### src/rtl/axi4_read_responder.sv
// AXI4 read-channel subordinate in front of a single-port word-addressed RAM.
// Accepts one AR burst at a time, sequences FIXED/INCR/WRAP beat addresses,
// fetches each beat from the RAM and returns it on R with RID/RRESP/RLAST.
// Ports:
//   clk, rst_n            clock, async active-low reset
//   s_ar*                 AR channel (s_arready registered)
//   s_r*                  R channel, honours s_rready backpressure
//   mem_req/mem_addr      RAM read strobe and word address
//   mem_rdata             RAM data, valid the cycle after mem_req, held
module axi4_read_responder #(
    parameter int ADDR_WIDTH = 32,
    parameter int DATA_WIDTH = 32,
    parameter int ID_WIDTH   = 4,
    parameter int MEM_WORDS  = 1024,
    parameter int MEM_AW     = $clog2(MEM_WORDS)
) (
    input  logic                  clk,
    input  logic                  rst_n,
    input  logic [ID_WIDTH-1:0]   s_arid,
    input  logic [ADDR_WIDTH-1:0] s_araddr,
    input  logic [7:0]            s_arlen,
    input  logic [2:0]            s_arsize,
    input  logic [1:0]            s_arburst,
    input  logic                  s_arvalid,
    output logic                  s_arready,
    output logic [ID_WIDTH-1:0]   s_rid,
    output logic [DATA_WIDTH-1:0] s_rdata,
    output logic [1:0]            s_rresp,
    output logic                  s_rlast,
    output logic                  s_rvalid,
    input  logic                  s_rready,
    output logic                  mem_req,
    output logic [MEM_AW-1:0]     mem_addr,
    input  logic [DATA_WIDTH-1:0] mem_rdata
);

    localparam int BYTES     = DATA_WIDTH / 8;
    localparam int OFF       = $clog2(BYTES);
    localparam int MEM_BYTES = MEM_WORDS * BYTES;
    localparam logic [ADDR_WIDTH:0] LIMIT = (ADDR_WIDTH+1)'(MEM_BYTES);

    localparam logic [1:0] B_FIXED = 2'b00;
    localparam logic [1:0] B_WRAP  = 2'b10;
    localparam logic [1:0] B_RSVD  = 2'b11;

    localparam logic [1:0] R_OKAY   = 2'b00;
    localparam logic [1:0] R_SLVERR = 2'b10;
    localparam logic [1:0] R_DECERR = 2'b11;

    typedef enum logic [1:0] {IDLE, FETCH, DATA} state_t;

    state_t                state_q, state_d;
    logic                  arready_q, arready_d;
    logic [ID_WIDTH-1:0]   id_q, id_d;
    logic [ADDR_WIDTH-1:0] addr_q, addr_d;
    logic [7:0]            len_q, len_d;
    logic [2:0]            size_q, size_d;
    logic [1:0]            burst_q, burst_d;
    logic [7:0]            beat_q, beat_d;
    logic [1:0]            resp_q, resp_d;

    logic [ADDR_WIDTH-1:0] bytes, total, lower, incr, nxt;
    logic ar_hs, wrap_ok, illegal, decerr, last;

    // Next beat address; WRAP window is derived from the current address,
    // which always stays inside the same window as the start address.
    always_comb begin
        bytes = ADDR_WIDTH'(1) << size_q;
        total = bytes * (ADDR_WIDTH'(len_q) + ADDR_WIDTH'(1));
        lower = addr_q & ~(total - ADDR_WIDTH'(1));
        incr  = addr_q + bytes;
        unique case (burst_q)
            B_FIXED: nxt = addr_q;
            B_WRAP:  nxt = (incr == lower + total) ? lower : incr;
            default: nxt = (addr_q & ~(bytes - ADDR_WIDTH'(1))) + bytes;
        endcase
    end

    always_comb begin
        ar_hs   = (state_q == IDLE) && arready_q && s_arvalid;
        wrap_ok = (s_arlen == 8'd1) || (s_arlen == 8'd3) ||
                  (s_arlen == 8'd7) || (s_arlen == 8'd15);
        illegal = (s_arsize > 3'(OFF)) || (s_arburst == B_RSVD) ||
                  ((s_arburst == B_WRAP) && !wrap_ok);
        decerr  = {1'b0, addr_q} >= LIMIT;
        last    = (beat_q == len_q);
    end

    always_comb begin
        state_d = state_q;
        id_d    = id_q;
        addr_d  = addr_q;
        len_d   = len_q;
        size_d  = size_q;
        burst_d = burst_q;
        beat_d  = beat_q;
        resp_d  = resp_q;
        unique case (state_q)
            IDLE: begin
                if (ar_hs) begin
                    id_d    = s_arid;
                    addr_d  = s_araddr;
                    len_d   = s_arlen;
                    size_d  = s_arsize;
                    burst_d = s_arburst;
                    beat_d  = 8'd0;
                    resp_d  = illegal ? R_SLVERR : R_OKAY;
                    state_d = illegal ? DATA : FETCH;
                end
            end
            FETCH: begin
                resp_d  = decerr ? R_DECERR : R_OKAY;
                state_d = DATA;
            end
            DATA: begin
                if (s_rready) begin
                    if (last) begin
                        state_d = IDLE;
                    end else begin
                        beat_d  = beat_q + 8'd1;
                        addr_d  = nxt;
                        // SLVERR bursts skip the RAM entirely
                        state_d = (resp_q == R_SLVERR) ? DATA : FETCH;
                    end
                end
            end
            default: state_d = IDLE;
        endcase
        arready_d = (state_d == IDLE);
    end

    always_ff @(posedge clk or negedge rst_n) begin
        if (!rst_n) begin
            state_q   <= IDLE;
            arready_q <= 1'b0;
            id_q      <= '0;
            addr_q    <= '0;
            len_q     <= '0;
            size_q    <= '0;
            burst_q   <= '0;
            beat_q    <= '0;
            resp_q    <= '0;
        end else begin
            state_q   <= state_d;
            arready_q <= arready_d;
            id_q      <= id_d;
            addr_q    <= addr_d;
            len_q     <= len_d;
            size_q    <= size_d;
            burst_q   <= burst_d;
            beat_q    <= beat_d;
            resp_q    <= resp_d;
        end
    end

    // R outputs are gated by state so they clear asynchronously on reset.
    always_comb begin
        s_arready = arready_q;
        s_rvalid  = (state_q == DATA);
        s_rid     = s_rvalid ? id_q : '0;
        s_rresp   = s_rvalid ? resp_q : R_OKAY;
        s_rlast   = s_rvalid && last;
        s_rdata   = (s_rvalid && resp_q == R_OKAY) ? mem_rdata : '0;
        mem_req   = (state_q == FETCH) && !decerr;
        mem_addr  = mem_req ? addr_q[OFF +: MEM_AW] : '0;
    end

endmodule

### config.mk
export PLATFORM = sky130hd
export DESIGN_NAME = axi4_read_responder
export DESIGN_NICKNAME = d
export VERILOG_FILES = /design/src/rtl/axi4_read_responder.sv
export SDC_FILE = /design/constraint.sdc
export NUM_CORES = 1
export LEC_CHECK = 0
export CAP_MARGIN = 20
export CORE_ASPECT_RATIO = 0.5
export CORE_UTILIZATION = 40
export CTS_CLUSTER_DIAMETER = 60
export DETAILED_ROUTE_END_ITERATION = 12
export PLACE_DENSITY = 0.74
export REMOVE_ABC_BUFFERS = 1
export SYNTH_ARGS = -nofsm -noshare
export SYNTH_HDL_FRONTEND = slang
export SYNTH_SLANG_ARGS = --single-unit
### constraint.sdc
create_clock -name clk -period 9.7 [get_ports clk]
set_input_delay 0.97 -clock clk [delete_from_list [all_inputs] [get_ports clk]]
set_output_delay 0.97 -clock clk [all_outputs]
set_load 0.05 [all_outputs]
==> results of run 1 <==
-- per-stage QoR --
step | std cells | cell area [um^2]
floorplan | 1454 | 10800
global placement | 2000 | 12900
detailed placement | 2000 | 12900
CTS | 2016 | 13200
global route | 2021 | 13400
finish | 2022 | 13400
-- Yosys cell counts, drive strengths merged (9+ instances only) --
cell and instances:
a21o 11, and3 37, a211oi 18, o31ai 16, a2111oi 9, nor4 26, o21ai 89, mux2i 19
a31oi 14, a22oi 9, ha 62, buf 14, nand3 63, a21oi 78, xor2 53, or2 12
or3 18, o22ai 11, nand2 191, nor2 155, xnor2 57, o221ai 10, fa 45, clkbuf 81
o21a 11, inv 101, dfrtp 62, o2111ai 9, and2 57, nand2b 21, nor3 38, nand4 27
o211ai 15
-- cell type report --
type,instances,area (um^2)
diodes,1,2.50
clock buffers,10,229
clock inverters,6,86.3
fillers,2654,13600
inverters,102,383
multi-input cells,1290,8970
flip-flops and latches,62,1550
well taps,374,468
repair buffers,177,1690
-- routing by layer --
layer  up-vias  share of wire (%)  track usage, %
met2       580                 44            40.6
li1       5666                  -               -
met3        86                9.3            5.30
met1      5628                 45            37.1
met4         0                1.9            5.17
met5         -                  0               0
-- worst min-delay path: cells and delay by family, from the launching register on --
kind | cells | cell delay (ns)
and+or+nand+nor | 2 | 0.10
DFF | 1 | 0.34
-- sequential cells by signal, summed over array words and instances (netlist names) --
register and count:
s_arready 1, beat_q 8, size_q 3, resp_q 2
state_q 2, id_q 4, burst_q 2, len_q 8
addr_q 32
-- kinds of logic (layout without fill, tap and decap cells) --
family,Yosys count,in the layout
buffers and inverters,197,295
AND/OR/NAND/NOR,680,680
flip-flops,62,62
XOR/XNOR,111,111
AO/OA/AOI/OAI,367,367
multiplexers,25,25
adder cells (fa/ha/maj),107,107
other,0,1
-- power groups by stage --
| stage | clock network, W | logic, W | registers [W] |
|---|---|---|---|
| detailed placement | 0 | 0.00393 | 0.000649 |
| global route | 0.000374 | 0.00448 | 0.000682 |
| finish | 0.000360 | 0.00410 | 0.000656 |
| global placement | 0 | 0.00388 | 0.000647 |
| floorplan | 0 | 0.00285 | 0.000584 |
| CTS | 0.000360 | 0.00395 | 0.000645 |
-- layout by cell type (no fill, tap or decap), drive strengths merged, types with 19 or more instances in the layout --
cell	count
fa	45
and3	37
nor4	26
nand3	63
nand2	191
o21ai	89
nand2b	21
buf	41
and2	57
nor3	38
xnor2	57
nand4	27
ha	62
a21oi	78
xor2	53
mux2i	19
dfrtp	62
nor2	155
clkdlybuf4s50	135
inv	101
-- worst max-delay path by stage --
stage                          from          to  slack (ns)
after floorplan            len_q[0]  addr_q[10]       -0.83
after global placement     len_q[1]  addr_q[10]        0.44
after detailed placement   len_q[1]  addr_q[10]        0.17
after CTS                  len_q[1]  addr_q[10]        0.16
after global routing       len_q[1]  addr_q[10]       -0.02
final                     size_q[1]  addr_q[10]        0.51
-- timing repair --
action,4_1_cts,5_1_grt
resized for setup,0,20
buffers inserted,0,4
setup endpoints to repair,0,32
==> flow_metrics.tcl, run 1 <==
set metrics [dict create \
    drc 0 \
    h-tree-depth 3 \
    setup_tns_ns 0 \
    status "complete, no violations" \
    synthAdderAreaFrac_pct 15.0 \
    worst_ep_required_time_ns 9.98 \
    antenna_found_initial 1 \
    max_freq_mhz 109 \
    fin_util_pct 49.7 \
    syn_area_per_cell_um2 7.21 \
    nNetsFinal 1834 \
    cp_max_fo 19 \
    arrival_ns 9.47 \
    cp.depth 30 \
    power_density_nw_per_um2 382 \
    period_needed_ns 9.19 \
    cts_tree "built" \
    maxCapViolations 0 \
    clk_pin_slew_ns 0.06 \
    cts_root_buf "clkbuf_16" \
    drt-pass1-iter-count 6 \
    power_frac_seq_pct 12.8 \
    reg2reg_slack_ns 0.51 \
    reg2reg_depth 30 \
    grt_overflow 0 \
    p_total_w 0.00511 \
    whs_endpoint "id_q[3]" \
    first_global_vias 11255 \
    io_buffers 136 \
    synth-simple-area-share_pct 30.5 \
    worstHoldStart "id_q[3]" \
    yosysSeqAreaShare_pct 13.9 \
    leakage_nw 5.58 \
    critical_path_buf_inv_count 5 \
    gp_congestion 1.01 \
    synth_top_family_by_area "simple AND/OR/NAND/NOR gates" \
    synthTopCellsByArea "dfrtp_1 14%, fa_1 8.1%, ha_1 6.9%" \
    postSynthCellCount 1549 \
    drt_iter0_drc 1147 \
    muxShareOfSynthArea_pct 2.31 \
    power_switching_w 0.00294 \
    synth_top_area_cell "dfrtp_1" \
    cts.sinks 62 \
    fin_skew_ns 0.00928 \
    dr_total_vias 11960 \
    dieHeight_um 120 \
    dp_slack_ns 0.169 \
    synth_compound_area_share_pct 22.5 \
    cts_made_buffers 9 \
    cpPeakStageDelay_ns 0.54 \
    synth_xor_xnor_area_share_pct 8.82 \
    grt_pass1_wl_um 60000 \
    relSlewSlack_pct 24.5 \
    fin_hold_ws_ns 0.468 \
    worst_slack_ns 0.508 \
    setup_viol 0 \
    track_usage_pct 26.0 \
    clockPowerShare_pct 7.0 \
    dieWidth_um 238 \
    peakVddDrop_mv 0.166 \
    cp-end-kind "register" \
    rr_endpoint "addr_q[10]" \
    initial_core_util_pct 41.5 \
    combPwrFrac_pct 80.1 \
    slew_viol_final 0 \
    path_class "reg2reg" \
    viasPerCell 5.91 \
    ys_warn_count 0 \
    finalHoldViolCount 0 \
    worst_setup_path_start_kind "register" \
    wl_per_cell_um 18.4 \
    clockBufferDepth 2 \
    grt_max_degree 63 \
    clk_latency_ns 0.35 \
    num_rows 42 \
    synth_edf_count 0 \
    synth_flop_cell "dfrtp_1" \
    ys_types 92 \
    drive_gt1_share_pct 7.77 \
    core_um2 27000 \
    async_flop_share_pct 100 \
    path_delay_family "adder cells" \
    worstMarginPinSlew_ns 1.13 \
    p_int_w 0.00218 \
    synth.cell_area_um2 11200 \
    synth_top_area_share_pct 13.9 \
    crit_path_frequent_cell "fa_1" \
    area_growth_pct 19.8 \
    dp_hpwl_um 28800 \
    switching_share_pct 57.4 \
    hp-class "reg2reg" \
    synth_seq_cells 62 \
    num_io_pins 137 \
    die_area_um2 28600 \
    cts_hold_buf 0 \
    post-route-period-util_pct 94.8 \
    r2r_start "size_q[1]" \
    ant_nets 0 \
    slowest_stage "fa_1" \
    min_path_cells 2 \
    routed_wl_um 37100 \
]
(Power assumes the default switching activity.)
==> inputs of run 2 (changes only) <==
--- a/config.mk
+++ b/config.mk
@@ -10,6 +10,7 @@
 export CORE_UTILIZATION = 40
 export CTS_CLUSTER_DIAMETER = 60
 export DETAILED_ROUTE_END_ITERATION = 12
+export MAX_ROUTING_LAYER = met4
 export PLACE_DENSITY = 0.74
 export REMOVE_ABC_BUFFERS = 1
 export SYNTH_ARGS = -nofsm -noshare
==> flow_metrics.tcl, run 2 (synthesis results as in run 1) <==
set metrics [dict create \
    status "complete, no violations" \
    ant_nets 0 \
    grt_overflow 0 \
    cpPeakStageDelay_ns 0.55 \
    placedCellCount 2004 \
    path_class "reg2reg" \
    clockBufferDepth 2 \
    setup_viol 0 \
    num_rows 42 \
    wl_per_cell_um 18.3 \
    core_um2 27000 \
    worst_setup_path_start_kind "register" \
    maxCapViolations 0 \
    power_density_nw_per_um2 378 \
    clk_latency_ns 0.36 \
    peakVddDrop_mv 0.188 \
    slowest_stage "fa_1" \
    critical_path_buf_inv_count 5 \
    worst_ep_required_time_ns 9.97 \
    cts_tree "built" \
    gp_congestion 1.04 \
    antenna_found_initial 1 \
    cts_root_buf "clkbuf_16" \
    num_io_pins 137 \
    initial_core_util_pct 41.5 \
    cts_made_buffers 9 \
    viasPerCell 5.89 \
    die_area_um2 28600 \
    dieHeight_um 120 \
    dp_slack_ns 0.202 \
    largest_reg_flops 32 \
    fin_cells 2023 \
    cp_max_fo 33 \
    multi_input_area_um2 8930 \
    clk_pin_slew_ns 0.06 \
    nFillCells 2680 \
    regArea_um2 1550 \
    p_total_w 0.00503 \
    drc 0 \
    cts_hold_buf 0 \
    worst_slack_ns 0.428 \
    routed_wl_um 37000 \
    worstMarginPinSlew_ns 1.02 \
    h-tree-depth 3 \
    drive_gt1_share_pct 7.58 \
    final_common_cell "nand2_1" \
    cp-end-kind "register" \
    path_delay_family "adder cells" \
    track_usage_pct 26.3 \
    post_dp_cell_area_um2 13000 \
    period_needed_ns 9.27 \
    drt-pass1-iter-count 6 \
    leakage_nw 5.54 \
    postLayoutCellArea_um2 13300 \
    cts.sinks 62 \
    first_global_vias 10995 \
    dieWidth_um 238 \
    post-route-period-util_pct 95.6 \
    top_register "addr_q" \
    nNetsFinal 1835 \
    dr_total_vias 11906 \
    relSlewSlack_pct 31.3 \
    finalHoldViolCount 0 \
    area_growth_pct 19.1 \
    largestRegisters "addr_q x32, beat_q x8, len_q x8" \
    arrival_ns 9.55 \
    layout_common_cells "191 x nand2_1, 151 x nor2_1, 135 x clkdlybuf4s50_1" \
    grt_max_degree 63 \
    fin_skew_ns 0.0132 \
    fin_util_pct 49.4 \
    hp-class "reg2reg" \
    slew_viol_final 0 \
    grt_pass1_wl_um 58500 \
    io_buffers 136 \
    max_freq_mhz 108 \
    drt_iter0_drc 1234 \
    dp_hpwl_um 28700 \
]
## run 2: layer usage
| metal | track usage [%] | share of wire, % | wire length, um |
|---|---|---|---|
| met5 | - | 0 | 0 |
| met4 | 6.77 | 2.2 | 807 |
| met3 | 6.23 | 9.4 | 3480 |
| met2 | 39.0 | 43 | 16000 |
| met1 | 36.0 | 45 | 16700 |
## run 2: worst reg2reg max path: cells and delay by family, from the launching register on
kind | cells | cell delay [ns]
and+or+nand+nor | 11 | 2.32
xor gates and xnor gates | 2 | 0.81
adders and majority gates | 7 | 3.07
buffers and inverters | 5 | 0.52
AOI/OAI and AO/OA | 9 | 2.06
DFF | 1 | 0.42
## run 2: report_power, final
group          total [W]  switching (W)  internal, W
clock network   0.000327       0.000134     0.000193
logic            0.00405        0.00250      0.00155
registers       0.000652       0.000279     0.000374
total            0.00503        0.00291      0.00212
## run 2: what timing repair did
item,4_1_cts,5_1_grt
hold endpoints to repair,0,0
setup buffers,0,2
gates resized for setup,0,12
endpoints found under the setup margin,0,32
## run 2: worst paths after layout
check	start	end	slack (ns)	cells after the start
min	id_q[3]	id_q[3]	0.47	2
min reg2reg	id_q[3]	id_q[3]	0.47	2
max	len_q[1]	addr_q[10]	0.43	34
max in group asynchronous	rst_n	len_q[1]	8.30	2
min in group asynchronous	rst_n	addr_q[30]	0.78	2
max reg2reg	len_q[1]	addr_q[10]	0.43	34
## run 2: cell type report
| class | count | share of cell area, % |
|---|---|---|
| multi-input cells | 1290 | 67.1 |
| repair buffers | 178 | 12.7 |
| flip-flops and latches | 62 | 11.7 |
| well taps | 374 | 3.52 |
| inverters | 102 | 2.88 |
| clock buffers | 13 | 2.03 |
| clock inverters | 3 | 0.132 |
| diodes | 1 | 0.0188 |
## run 2: metrics by stage
stage               setup TNS, ns  hold WS [ns]
floorplan                  -16.42         0.437
global placement                0         0.451
detailed placement              0         0.454
CTS                             0         0.468
global route             -0.00725         0.500
finish                          0         0.468
